File: src/rtl/console_ctrl_if.sv
// Byte-stream input and VRAM write-port bundle for console_ctrl.
interface console_ctrl_if #(
  parameter int ADDR_W = 12
);
  logic              char_valid;
  logic [7:0]        char_data;
  logic              char_ready;
  logic              ram_ce;
  logic [ADDR_W-1:0] ram_addr;
  logic [15:0]       ram_data;
  logic [ADDR_W-1:0] cursor_addr;
  logic              busy;

  modport master (
    output char_valid, char_data,
    input  char_ready, ram_ce, ram_addr, ram_data, cursor_addr, busy
  );

  modport slave (
    input  char_valid, char_data,
    output char_ready, ram_ce, ram_addr, ram_data, cursor_addr, busy
  );
endinterface

File: src/rtl/console_ctrl.sv
// Text-console sequencer: interprets a byte stream and writes {ATTR, char} cells to VRAM.
// Screen clear on FF is built only when CONSOLE_CTRL_CLEAR_EN is defined.
module console_ctrl #(
  parameter int         COLS       = 50,
  parameter int         ROWS       = 15,
  parameter int         ADDR_W     = 12,
  parameter logic [7:0] ATTR       = 8'hf0,
  parameter logic [7:0] CLEAR_CHAR = 8'h20
) (
  input  logic          clk,
  input  logic          reset,
  console_ctrl_if.slave bus
);
  localparam int CW = (COLS > 1) ? $clog2(COLS) : 1;
  localparam int RW = (ROWS > 1) ? $clog2(ROWS) : 1;

  localparam logic [CW-1:0]     COL_ZERO  = CW'(0);
  localparam logic [CW-1:0]     COL_ONE   = CW'(1);
  localparam logic [CW-1:0]     COL_LAST  = CW'(COLS - 1);
  localparam logic [RW-1:0]     ROW_ZERO  = RW'(0);
  localparam logic [RW-1:0]     ROW_ONE   = RW'(1);
  localparam logic [RW-1:0]     ROW_LAST  = RW'(ROWS - 1);
  localparam logic [ADDR_W-1:0] A_ZERO    = ADDR_W'(0);
  localparam logic [ADDR_W-1:0] A_ONE     = ADDR_W'(1);
  localparam logic [ADDR_W-1:0] A_COLS    = ADDR_W'(COLS);
  localparam logic [ADDR_W-1:0] A_LASTROW = ADDR_W'((ROWS - 1) * COLS);
`ifdef CONSOLE_CTRL_CLEAR_EN
  localparam logic [ADDR_W-1:0] A_LAST    = ADDR_W'(COLS * ROWS - 1);
`endif

  localparam logic [7:0] CH_BS = 8'h08;
  localparam logic [7:0] CH_LF = 8'h0a;
  localparam logic [7:0] CH_CR = 8'h0d;
  localparam logic [7:0] CH_LO = 8'h20;
  localparam logic [7:0] CH_HI = 8'h7e;
`ifdef CONSOLE_CTRL_CLEAR_EN
  localparam logic [7:0] CH_FF = 8'h0c;
`endif

  typedef enum logic [1:0] {
    S_IDLE  = 2'd0,
    S_WRITE = 2'd1
`ifdef CONSOLE_CTRL_CLEAR_EN
    , S_CLEAR = 2'd2
`endif
  } state_t;

  state_t            state_q, state_d;
  logic [RW-1:0]     row_q, row_d;
  logic [CW-1:0]     col_q, col_d;
  logic [ADDR_W-1:0] cur_q, cur_d;
  logic              ce_q, ce_d;
  logic [ADDR_W-1:0] addr_q, addr_d;
  logic [15:0]       data_q, data_d;
  logic              ready_q, ready_d;
`ifdef CONSOLE_CTRL_CLEAR_EN
  logic              busy_q, busy_d;
`endif
  logic              accept_s;
  logic              printable_s;

  assign accept_s    = bus.char_valid && ready_q;
  assign printable_s = (bus.char_data >= CH_LO) && (bus.char_data <= CH_HI);

  // Next-state, cursor arithmetic and output-register next values.
  always_comb begin
    state_d = state_q;
    row_d   = row_q;
    col_d   = col_q;
    cur_d   = cur_q;
    ce_d    = 1'b0;
    addr_d  = addr_q;
    data_d  = data_q;
    ready_d = 1'b0;
`ifdef CONSOLE_CTRL_CLEAR_EN
    busy_d  = 1'b0;
`endif
    case (state_q)
      S_IDLE: begin
        ready_d = 1'b1;
        if (accept_s) begin
          if (printable_s) begin
            state_d = S_WRITE;
            ce_d    = 1'b1;
            ready_d = 1'b0;
            addr_d  = cur_q;
            data_d  = {ATTR, bus.char_data};
          end else if (bus.char_data == CH_CR) begin
            col_d = COL_ZERO;
            cur_d = cur_q - ADDR_W'(col_q);
          end else if (bus.char_data == CH_LF) begin
            if (row_q == ROW_LAST) begin
              row_d = ROW_ZERO;
              cur_d = cur_q - A_LASTROW;
            end else begin
              row_d = row_q + ROW_ONE;
              cur_d = cur_q + A_COLS;
            end
          end else if (bus.char_data == CH_BS) begin
            if (col_q != COL_ZERO) begin
              col_d = col_q - COL_ONE;
              cur_d = cur_q - A_ONE;
            end else begin
              col_d = col_q;
            end
`ifdef CONSOLE_CTRL_CLEAR_EN
          end else if (bus.char_data == CH_FF) begin
            state_d = S_CLEAR;
            ce_d    = 1'b1;
            ready_d = 1'b0;
            busy_d  = 1'b1;
            addr_d  = A_ZERO;
            data_d  = {ATTR, CLEAR_CHAR};
`endif
          end else begin
            state_d = S_IDLE;
          end
        end else begin
          state_d = S_IDLE;
        end
      end
      S_WRITE: begin
        state_d = S_IDLE;
        ready_d = 1'b1;
        // Column and row wrap together; the linear address wraps only at the last cell.
        if (col_q == COL_LAST) begin
          col_d = COL_ZERO;
          if (row_q == ROW_LAST) begin
            row_d = ROW_ZERO;
            cur_d = A_ZERO;
          end else begin
            row_d = row_q + ROW_ONE;
            cur_d = cur_q + A_ONE;
          end
        end else begin
          col_d = col_q + COL_ONE;
          cur_d = cur_q + A_ONE;
        end
      end
`ifdef CONSOLE_CTRL_CLEAR_EN
      S_CLEAR: begin
        if (addr_q == A_LAST) begin
          state_d = S_IDLE;
          ready_d = 1'b1;
          row_d   = ROW_ZERO;
          col_d   = COL_ZERO;
          cur_d   = A_ZERO;
        end else begin
          ce_d    = 1'b1;
          busy_d  = 1'b1;
          addr_d  = addr_q + A_ONE;
        end
      end
`endif
      default: begin
        state_d = S_IDLE;
        ready_d = 1'b1;
      end
    endcase
  end

  // State and output registers.
  always_ff @(posedge clk or negedge reset) begin
    if (!reset) begin
      state_q <= S_IDLE;
      row_q   <= ROW_ZERO;
      col_q   <= COL_ZERO;
      cur_q   <= A_ZERO;
      ce_q    <= 1'b0;
      addr_q  <= A_ZERO;
      data_q  <= 16'h0000;
      ready_q <= 1'b1;
`ifdef CONSOLE_CTRL_CLEAR_EN
      busy_q  <= 1'b0;
`endif
    end else begin
      state_q <= state_d;
      row_q   <= row_d;
      col_q   <= col_d;
      cur_q   <= cur_d;
      ce_q    <= ce_d;
      addr_q  <= addr_d;
      data_q  <= data_d;
      ready_q <= ready_d;
`ifdef CONSOLE_CTRL_CLEAR_EN
      busy_q  <= busy_d;
`endif
    end
  end

  assign bus.char_ready  = ready_q;
  assign bus.ram_ce      = ce_q;
  assign bus.ram_addr    = addr_q;
  assign bus.ram_data    = data_q;
  assign bus.cursor_addr = cur_q;
`ifdef CONSOLE_CTRL_CLEAR_EN
  assign bus.busy        = busy_q;
`else
  assign bus.busy        = 1'b0;
`endif
endmodule

File: src/flat_wrapper.sv
// flat-port wrapper written by rule: the top's interface ports become plain ports
module console_ctrl_flat 
#(
  parameter int         COLS       = 50,
  parameter int         ROWS       = 15,
  parameter int         ADDR_W     = 12,
  parameter logic [7:0] ATTR       = 8'hf0,
  parameter logic [7:0] CLEAR_CHAR = 8'h20
)
  (clk, reset, bus_char_valid, bus_char_data, bus_char_ready, bus_ram_ce, bus_ram_addr, bus_ram_data, bus_cursor_addr, bus_busy);
  console_ctrl_if #(.ADDR_W(ADDR_W)) bus_i ();
  input  logic clk;
  input  logic reset;
  input wire logic [$bits(bus_i.char_valid)-1:0] bus_char_valid;
  input wire logic [$bits(bus_i.char_data)-1:0] bus_char_data;
  output wire logic [$bits(bus_i.char_ready)-1:0] bus_char_ready;
  output wire logic [$bits(bus_i.ram_ce)-1:0] bus_ram_ce;
  output wire logic [$bits(bus_i.ram_addr)-1:0] bus_ram_addr;
  output wire logic [$bits(bus_i.ram_data)-1:0] bus_ram_data;
  output wire logic [$bits(bus_i.cursor_addr)-1:0] bus_cursor_addr;
  output wire logic [$bits(bus_i.busy)-1:0] bus_busy;
  assign bus_i.char_valid = bus_char_valid;
  assign bus_i.char_data = bus_char_data;
  assign bus_char_ready = bus_i.char_ready;
  assign bus_ram_ce = bus_i.ram_ce;
  assign bus_ram_addr = bus_i.ram_addr;
  assign bus_ram_data = bus_i.ram_data;
  assign bus_cursor_addr = bus_i.cursor_addr;
  assign bus_busy = bus_i.busy;
  console_ctrl #(.COLS(COLS), .ROWS(ROWS), .ADDR_W(ADDR_W), .ATTR(ATTR), .CLEAR_CHAR(CLEAR_CHAR)) u_core (.clk(clk), .reset(reset), .bus(bus_i));
endmodule
File: config.mk
export PLATFORM = sky130hd
export DESIGN_NAME = console_ctrl_flat
export DESIGN_NICKNAME = d
export VERILOG_FILES = /design/src/rtl/console_ctrl_if.sv /design/src/rtl/console_ctrl.sv /design/src/flat_wrapper.sv
export SDC_FILE = /design/constraint.sdc
export NUM_CORES = 1
export LEC_CHECK = 0
export BUFFER_PORTS_ARGS = -buffer_cell sky130_fd_sc_hd__buf_2
export CORE_ASPECT_RATIO = 1.4
export CORE_MARGIN = 1.5
export CORE_UTILIZATION = 29
export DETAILED_ROUTE_END_ITERATION = 8
export GPL_ROUTABILITY_DRIVEN = 0
export PLACE_DENSITY = 0.52
export SYNTH_ARGS = -nofsm -noshare
export SYNTH_HDL_FRONTEND = slang
export SYNTH_SLANG_ARGS = --single-unit
File: constraint.sdc
create_clock -name clk -period 5.5 [get_ports clk]
set_clock_uncertainty 0.2 [all_clocks]
set_input_delay 0 -clock clk [delete_from_list [all_inputs] [get_ports clk]]
set_output_delay 0 -clock clk [all_outputs]
set_load 0.01 [all_outputs]
==> results of run 1 <==
how the worst min path moves through the flow:
stage | from | endpoint | slack (ns) | cells after the start
after floorplan | reset | u_core.bus.cursor_addr[0] | -0.50 | 0
after global placement | reset | u_core.bus.ram_ce | 0.06 | 1
after detailed placement | bus_char_data[2] | u_core.bus.ram_data[2] | 0.06 | 3
after CTS | bus_char_valid | u_core.bus.cursor_addr[3] | 0.10 | 5
after global routing | bus_char_valid | u_core.row_q[1] | 0.16 | 5
final | bus_char_valid | u_core.bus.cursor_addr[3] | 0.11 | 5
stage by stage:
stage,setup WS [ns],instance area [µm²],instances
finish,2.30,3870,597
global route,1.82,3870,597
CTS,2.22,3870,597
detailed placement,2.24,3640,581
global placement,2.29,3640,581
floorplan,3.05,3420,418
power groups by stage:
stage | Combinational [mW] | Clock [mW] | Sequential [mW]
floorplan | 0.489 | 0 | 0.539
global placement | 0.646 | 0 | 0.586
detailed placement | 0.655 | 0 | 0.586
CTS | 0.663 | 0.326 | 0.580
global route | 0.741 | 0.341 | 0.599
finish | 0.661 | 0.320 | 0.581
cell families (layout without fill, tap and decap cells):
kind of cell,Yosys count,count (layout)
xor+xnor,9,9
buf+inv,47,82
compound gates,118,118
flops,46,46
mux,3,3
simple gates,171,171
fa+ha+maj,19,19
other cells,1,5
synth_stat cells, drive strengths merged, types with 4 or more instances:
| cell | instances | share of area |
|---|---|---|
| buf | 12 | 0.025 |
| nor2 | 31 | 0.034 |
| nor4 | 4 | 0.012 |
| and3 | 6 | 0.012 |
| o22ai | 6 | 0.011 |
| a211oi | 6 | 0.013 |
| inv | 17 | 0.019 |
| clkbuf | 16 | 0.032 |
| dfrtp | 45 | 0.33 |
| xor2 | 5 | 0.013 |
| nand3 | 18 | 0.026 |
| nand4 | 9 | 0.018 |
| o21ai | 33 | 0.051 |
| a2bb2oi | 4 | 0.010 |
| xnor2 | 4 | 0.010 |
| nand2 | 77 | 0.086 |
| ha | 18 | 0.066 |
| a21oi | 22 | 0.033 |
| nor3 | 8 | 0.012 |
| a31oi | 6 | 0.013 |
| o31ai | 5 | 0.011 |
| o211ai | 5 | 0.011 |
state kept, by name, summed over array words and instances (netlist names):
signal                  cells
u_core.bus.cursor_addr     12
u_core.state_q              1
u_core.col_q                6
u_core.bus.char_ready       1
u_core.bus.ram_data         9
u_core.bus.ram_ce           1
u_core.row_q                4
u_core.bus.ram_addr        12
layout make-up:
cell class	count	area, µm²
clock buffer	7	143
clock inverter	1	8.76
fill	1215	7520
inverter	18	67.6
multi-input combinational	325	2000
sequential	46	1150
tap	144	180
timing repair buffer	56	320
worst max-delay path, stage by stage (launching register included):
cell and delay (ns):
dfrtp_1 0.84, clkinv_1 0.46, nand3_1 0.19, or3_1 0.70
inv_1 0.46, nand2_1 0.18, nand2_1 0.06
what timing repair did:
| action | in CTS | in global routing |
|---|---|---|
| gates resized for setup | 0 | 0 |
| hold endpoints to repair | 52 | 0 |
| hold buffers | 8 | 0 |
metal layers:
metal | share of wire | vias up | track usage
met3 | 0.043 | 16 | 0.0289
met4 | 0.025 | 0 | 0.0672
li1 | - | 1568 | -
met5 | 0 | - | 0
met1 | 0.41 | 1560 | 0.186
met2 | 0.52 | 89 | 0.282
==> metrics, run 1 <==
vias post-DR 3,233; Sw Share 0.433; largest net degree at the start of global routing 47; Comb pwr share 0.423; Psw 676 µW; CTS HTree Levels 2; r2r worst-path depth 6; final worst-path cycle share 0.582; crit path DAT 3.18 ns; crit path from u_core.state_q[0]; Hold Path Class input port to flop; number of global-route vias before repair 3,233; cts bufs inserted 5; cell-internal power 886 µW; Final Hold Vio Count 0; Post-Synth Simple-Gate Area 0.242; Final HPWL DP 7.23 mm; Synth Flop Type dfrtp_1; Post-synth EDFFs 0; nets@finish 482; Mapped Avg Cell Area 8.24 µm²; commonest non-fill, non-tap cells in the layout 76 x nand2_1, 48 x buf_2, 45 x dfrtp_1; postcts setup bufs 0; die area 12,400 µm²; FMAX 0.312 GHz; Post-Synth XOR/XNOR Area 0.0231; Distinct cells, synth 72; FF-to-FF setup slack 2.30 ns; CP endpoint kind flop; setup TNS 0 ns; Ant. Diodes 0; Crit Path Class flop to flop; status finished, final reports clean; DR vias/cell 5.42; Cells after Synth 414; area overhead of the layout relative to synthesis 13.6%; DR WL/cell 16.3 µm; critical path launch point type flop; CP required 5.48 ns; Die X-Extent 94.6 µm; Max-Slew Margin vs Limit 0.290; asr flop ratio synth 1.00; Lkg Pwr 1.72 nW; row cnt 46; pwr/cell area 403 nW/µm²; final hold slack 0.108 ns; post-layout util 0.340; Ys Warns 0; part of the power in registers 0.372; post-synthesis compound-gate area fraction 0.236; CP Capture Point u_core.bus.ram_addr[5]; grt ovf 0; Design Power 1.56 mW; clk slew on worst S/H paths 0.07 ns; sequential-to-total area share from yosys stat 0.338; Final Setup Violations 0; max-slew violations 0; CTS tree yes; multiplexer share of the synthesized area 0.00881; drt pass-1 iters 5; worst r2r src u_core.state_q[0]; main combinational cell family by area after synthesis simple AND/OR/NAND/NOR gates; Die Ht 131 µm; RSZ-0062 raised after global routing false; I/O Buffers 48; post-layout min period 3.20 ns; most common cell after layout, fill and taps aside nand2_1; #FFs+latches synth 46; MaxCap Viol Count 0; Synth Area in Adders 0.0719; RR Endpoint u_core.bus.ram_addr[5]; initial antenna violation count 0; Global Route Usage Sum 0.161; Top Ports 54; Peak VDD IR 0.000147 V; clk sink count 46; worst-case clock buffer depth 2; final wirelength 9.72 mm; core area 11,400 µm²; worst slew pin tran 1.07 ns; CP max FO 29; first-pass GRT wire length 16.0 mm; Clk pwr share 0.205; antenna-violating nets left 0; layout cell share with drive strength beyond 1 0.157; DRC Markers 0; initial DRC count 188; clock root cell clkbuf_16; initial core utilization 0.299; Cell Area, Synth 3410 µm²; Skew-Pair Late Insertion Delay 0.29 ns
(Power assumes the default switching activity.)
==> inputs of run 2 (changes only) <==
==> constraint.sdc (replaced) <==
create_clock -name clk -period 2.97 [get_ports clk]
set_clock_uncertainty 0.2 [all_clocks]
set_input_delay 0 -clock clk [delete_from_list [all_inputs] [get_ports clk]]
set_output_delay 0 -clock clk [all_outputs]
set_load 0.01 [all_outputs]
==> metrics, run 2 (same netlist as run 1, synthesis figures left out) <==
crit path DAT 2.80 ns (was 3.18 ns); setup TNS 0 ns (unchanged); DR WL/cell 16.4 µm (was 16.3 µm); Skew-Pair Late Insertion Delay 0.30 ns (was 0.29 ns); FF-to-FF setup slack 0.20 ns (was 2.30 ns); Sw Share 0.438 (was 0.433); Final Hold Vio Count 0 (unchanged); MaxCap Viol Count 0 (unchanged); most common cell after layout, fill and taps aside nand2_1 (unchanged); antenna-violating nets left 0 (unchanged); grt ovf 0 (unchanged); max incr delay on CP 0.47 ns (was 0.84 ns); vias post-DR 3,273 (was 3,233); RSZ-0062 raised after global routing false (unchanged); critical path launch point type flop (unchanged); r2r worst-path depth 10 (was 6); crit path from u_core.bus.cursor_addr[0] (was u_core.state_q[0]); initial core utilization 0.299 (unchanged); row cnt 46 (unchanged); largest net degree at the start of global routing 29 (was 47); max-slew violations 0 (unchanged); Die Ht 131 µm (unchanged); area overhead of the layout relative to synthesis 15.8% (was 13.6%); Hold Path Class input port to flop (unchanged); worst r2r src u_core.bus.cursor_addr[0] (was u_core.state_q[0]); FMAX 0.361 GHz (was 0.312 GHz); drt pass-1 iters 5 (unchanged); worst-case clock buffer depth 2 (unchanged); crit-path cells inv_1, ha_1, inv_1, fa_1, a211oi_2, o21bai_1, a21oi_1, o21ai_2, o31ai_1, a2bb2oi_1 (was clkinv_1, nand3_1, or3_1, inv_1, nand2_1, nand2_1); number of cells on the critical path 10 (was 6); status finished, final reports clean (unchanged); Comb pwr share 0.435 (was 0.423); Final Setup Violations 0 (unchanged); placed cells 591 (was 581); CTS HTree Levels 2 (unchanged); CTS tree yes (unchanged); Design Power 2.91 mW (was 1.56 mW); most frequent CP cell inv_1 (was nand2_1); DR vias/cell 5.39 (was 5.42); postcts setup bufs 0 (unchanged); first-pass GRT wire length 16.5 mm (was 16.0 mm); CP required 2.99 ns (was 5.48 ns); Peak VDD IR 0.000215 V (was 0.000147 V); I/O Buffers 48 (unchanged); clk sink count 46 (unchanged); clock root cell clkbuf_16 (unchanged); pwr/cell area 737 nW/µm² (was 403 nW/µm²); Clk pwr share 0.198 (was 0.205); CP max FO 7 (was 29); fill count 1,212 (was 1,215); Top Ports 54 (unchanged); final wirelength 9.96 mm (was 9.72 mm); Final HPWL DP 7.25 mm (was 7.23 mm); clk slew on worst S/H paths 0.07 ns (about the same); cts bufs inserted 5 (unchanged); Post-Layout Cell Count 607 (was 597); Psw 1.27 mW (was 676 µW); die area 12,400 µm² (unchanged); CP Buf/Inv Count 2 (unchanged); Global Route Usage Sum 0.167 (was 0.161); RR Endpoint u_core.bus.cursor_addr[6] (was u_core.bus.ram_addr[5]); number of global-route vias before repair 3,250 (was 3,233); CP max stage cell dfrtp_1 (unchanged); hold depth 3 (was 5); core area 11,400 µm² (unchanged); nets@finish 492 (was 482); CP endpoint kind flop (unchanged); cell-internal power 1.64 mW (was 886 µW); part of the power in registers 0.367 (was 0.372); layout cell share with drive strength beyond 1 0.179 (was 0.157); final worst-path cycle share 0.934 (was 0.582); commonest non-fill, non-tap cells in the layout 76 x nand2_1, 48 x buf_2, 45 x dfrtp_1 (unchanged); DRC Markers 0 (unchanged); largest delay contributor family on the critical path compound AO/OA/AOI/OAI gates (was simple AND/OR/NAND/NOR gates); Max-Slew Margin vs Limit 0.546 (was 0.290); Die X-Extent 94.6 µm (unchanged); CP Capture Point u_core.bus.cursor_addr[6] (was u_core.bus.ram_addr[5]); Crit Path Class flop to flop (unchanged); worst slew pin tran 0.681 ns (was 1.07 ns); Lkg Pwr 1.77 nW (was 1.72 nW); initial DRC count 164 (was 188); initial antenna violation count 0 (unchanged); post-layout min period 2.77 ns (was 3.20 ns); Ant. Diodes 0 (unchanged)
[run 2: cell count changes in the layout (fill, tap and decap cells not counted), sizes merged]
cell      change
buf          +10
clkbuf        -2
clkinv        +2
clkinvlp      +1
inv           -1
[run 2: worst min-delay path by stage]
| stage | startpoint | end | slack [ns] |
|---|---|---|---|
| after floorplan | reset | u_core.bus.cursor_addr[0] | -0.50 |
| after global placement | reset | u_core.bus.ram_data[4] | -0.12 |
| after detailed placement | reset | u_core.bus.ram_ce | -0.12 |
| after CTS | bus_char_data[7] | u_core.bus.ram_ce | 0.08 |
| after global routing | bus_char_data[7] | u_core.bus.ram_ce | 0.12 |
| final | bus_char_data[7] | u_core.bus.ram_ce | 0.08 |
[run 2: repair_timing]
| action | in CTS | in global routing |
|---|---|---|
| hold endpoints to repair | 34 | 0 |
| hold buffers | 8 | 0 |
| resized for setup | 0 | 2 |
| setup endpoints to repair | 0 | 4 |
[run 2: area by class of cell]
type | instances | area (µm²) | share of cell area
Clock buffer | 5 | 125 | 0.0317
Clock inverter | 3 | 21.3 | 0.00539
Inverter | 18 | 67.6 | 0.0171
Multi-Input combinational cell | 325 | 2010 | 0.508
Sequential cell | 46 | 1150 | 0.292
Tap cell | 144 | 180 | 0.0456
Timing Repair Buffer | 66 | 395 | 0.100
[run 2: per-stage QoR]
step,hold slack (ns),cell area [µm²],worst slack [ns],utilization
global route,0.120,3950,0.000683,0.346
finish,0.0843,3950,0.197,0.346
CTS,0.0751,3940,0.136,0.346
global placement,-0.123,3720,0.230,0.326
floorplan,-0.496,3420,0.522,-
detailed placement,-0.121,3720,0.157,0.326
[run 2: power groups by stage]
stage                     combinational (mW)  clock (mW)  sequential (mW)
final                                   1.27       0.578             1.07
after global routing                    1.43       0.623             1.10
after CTS                               1.26       0.601             1.06
after detailed placement                1.25           0             1.07
after global placement                  1.24           0             1.07
after floorplan                        0.905           0            0.998
[run 2: routing by layer]
layer,global-route usage,part of all wire,vias up
li1,-,-,1582
met2,0.291,0.51,103
met1,0.204,0.43,1573
met5,0,0,-
met3,0.0220,0.041,15
met4,0.0647,0.021,0
[run 2: worst reg2reg max path: stages, from the launching register on]
cell	delay, ns
dfrtp_1	0.47
inv_1	0.18
ha_1	0.19
inv_1	0.05
fa_1	0.42
a211oi_2	0.24
o21bai_1	0.10
a21oi_1	0.21
o21ai_2	0.15
o31ai_1	0.31
a2bb2oi_1	0.17
==> inputs of run 3 (changes only) <==
--- a/config.mk
+++ b/config.mk
@@ -11,7 +11,7 @@
 export CORE_UTILIZATION = 29
 export DETAILED_ROUTE_END_ITERATION = 8
 export GPL_ROUTABILITY_DRIVEN = 0
-export PLACE_DENSITY = 0.52
+export PLACE_DENSITY = 0.54
 export SYNTH_ARGS = -nofsm -noshare
 export SYNTH_HDL_FRONTEND = slang
 export SYNTH_SLANG_ARGS = --single-unit
==> metrics, run 3 (same netlist as run 1, synthesis figures left out) <==
cell-internal power 1.72 mW (was 1.64 mW); CP required 2.99 ns (about the same); MaxCap Viol Count 0 (unchanged); Die X-Extent 94.6 µm (unchanged); postcts setup bufs 0 (unchanged); first-pass GRT wire length 16.2 mm (was 16.5 mm); critical path launch point type flop (unchanged); most frequent CP cell inv_1 (unchanged); initial antenna violation count 0 (unchanged); RSZ-0062 raised after global routing false (unchanged); max incr delay on CP 0.46 ns (was 0.47 ns); area overhead of the layout relative to synthesis 16.1% (was 15.8%); Global Route Usage Sum 0.164 (was 0.167); Comb pwr share 0.422 (was 0.435); pwr/cell area 752 nW/µm² (was 737 nW/µm²); initial DRC count 177 (was 164); vias post-DR 3,289 (was 3,273); Sw Share 0.423 (was 0.438); post-layout util 0.347 (was 0.346); Final Setup Violations 0 (unchanged); Max-Slew Margin vs Limit 0.284 (was 0.546); setup TNS 0 ns (unchanged); crit-path cells inv_1, ha_1, inv_1, fa_1, a211oi_2, o21bai_1, a21oi_1, o21ai_2, o32ai_1, a2bb2oi_1 (was inv_1, ha_1, inv_1, fa_1, a211oi_2, o21bai_1, a21oi_1, o21ai_2, o31ai_1, a2bb2oi_1); worst slew pin tran 1.07 ns (was 0.681 ns); layout cell share with drive strength beyond 1 0.172 (was 0.179); CP max FO 7 (unchanged); part of the power in registers 0.360 (was 0.367); post-layout min period 2.73 ns (was 2.77 ns); number of global-route vias before repair 3,244 (was 3,250); nets@finish 489 (was 492); grt ovf 0 (unchanged); FMAX 0.366 GHz (was 0.361 GHz); final wirelength 10.1 mm (was 9.96 mm); Die Ht 131 µm (unchanged); CTS tree yes (unchanged); commonest non-fill, non-tap cells in the layout 76 x nand2_1, 48 x buf_2, 45 x dfrtp_1 (unchanged); final worst-path cycle share 0.920 (was 0.934); antenna-violating nets left 0 (unchanged); DR WL/cell 16.7 µm (was 16.4 µm); crit path DAT 2.75 ns (was 2.80 ns); Hold Path Class input port to flop (unchanged); Final HPWL DP 7.30 mm (was 7.25 mm); worst-case clock buffer depth 2 (unchanged); Top Ports 54 (unchanged); largest net degree at the start of global routing 47 (was 29); clk slew on worst S/H paths 0.07 ns (about the same); Crit Path Class flop to flop (unchanged); CP max stage cell dfrtp_1 (unchanged); Final Hold Vio Count 0 (unchanged); die area 12,400 µm² (unchanged); clk sink count 46 (unchanged); initial core utilization 0.299 (unchanged); most common cell after layout, fill and taps aside nand2_1 (unchanged); Lkg Pwr 1.77 nW (about the same); clock root cell clkbuf_16 (unchanged); row cnt 46 (unchanged); cts bufs inserted 5 (unchanged); max-slew violations 0 (unchanged); Peak VDD IR 0.000256 V (was 0.000215 V); CP endpoint kind flop (unchanged); core area 11,400 µm² (unchanged); I/O Buffers 48 (unchanged); Psw 1.26 mW (was 1.27 mW); fill count 1,197 (was 1,212); Skew-Pair Late Insertion Delay 0.29 ns (was 0.30 ns); Ant. Diodes 0 (unchanged); Clk pwr share 0.218 (was 0.198); DRC Markers 0 (unchanged); CTS HTree Levels 2 (unchanged); drt pass-1 iters 5 (unchanged); DR vias/cell 5.45 (was 5.39); status finished, final reports clean (unchanged)
run 3: cell types whose count changed in the layout (fill, tap and decap cells not counted):
cell and change:
clkbuf_1 +1, buf_12 +1, a21boi_1 -1, clkinv_2 -1, bufinv_16 +1, clkinv_4 -1
buf_4 -4, a21boi_0 +1
run 3: critical path, delay by kind of cell, from the launching register on:
kind / cells / cell delay, ns
AOI/OAI and AO/OA: 6 / 1.18
adders and majority gates: 2 / 0.60
DFF: 1 / 0.46
buffers and inverters: 2 / 0.21
run 3: layer usage:
layer / vias to the layer above / GRT usage / routed length [µm]
li1: 1575 / - / -
met1: 1561 / 0.198 / 4160
met2: 133 / 0.282 / 5170
met3: 20 / 0.0278 / 472
met4: 0 / 0.0663 / 261
met5: - / 0 / 0
run 3: through the flow:
step	setup WS [ns]	power, mW	area (µm²)	cells	hold WS (ns)
after CTS	0.198	2.98	3950	604	0.0978
after floorplan	0.522	1.90	3420	418	-0.496
final	0.238	2.98	3960	604	0.121
after detailed placement	0.203	2.31	3710	588	0.0593
after global routing	0.0503	3.22	3960	604	0.166
after global placement	0.237	2.29	3710	588	0.0521
run 3: timing repair:
item	4_1_cts	5_1_grt
hold buffers	8	0
endpoints found under the hold margin	52	0
endpoints found under the setup margin	0	3
resized for setup	0	1
run 3: area by class of cell:
| class | count | area, µm² | area share |
|---|---|---|---|
| Multi-Input combinational cell | 325 | 2010 | 0.507 |
| Sequential cell | 46 | 1150 | 0.291 |
| Timing Repair Buffer | 63 | 385 | 0.0974 |
| Tap cell | 144 | 180 | 0.0455 |
| Clock buffer | 6 | 129 | 0.0326 |
| Inverter | 18 | 67.6 | 0.0171 |
| Clock inverter | 2 | 37.5 | 0.00948 |
run 3: power groups by stage:
stage / clock network, mW / registers, mW / logic, mW
4_1_cts: 0.666 / 1.07 / 1.25
3_3_place_gp: 0 / 1.07 / 1.22
2_1_floorplan: 0 / 0.998 / 0.905
5_1_grt: 0.696 / 1.10 / 1.42
6_report: 0.648 / 1.07 / 1.26
3_5_place_dp: 0 / 1.08 / 1.23
run 3: path summary, 6_finish.rpt:
path | start | to | slack [ns] | cells after the start
max | u_core.bus.cursor_addr[0] | u_core.bus.cursor_addr[8] | 0.24 | 10
min | bus_char_valid | u_core.bus.cursor_addr[3] | 0.12 | 5
max reg2reg | u_core.bus.cursor_addr[0] | u_core.bus.cursor_addr[8] | 0.24 | 10
min reg2reg | u_core.bus.ram_addr[6] | u_core.bus.ram_addr[6] | 0.28 | 2
max in group asynchronous | reset | u_core.bus.cursor_addr[4] | 1.66 | 2
min in group asynchronous | reset | u_core.bus.ram_ce | 0.25 | 2
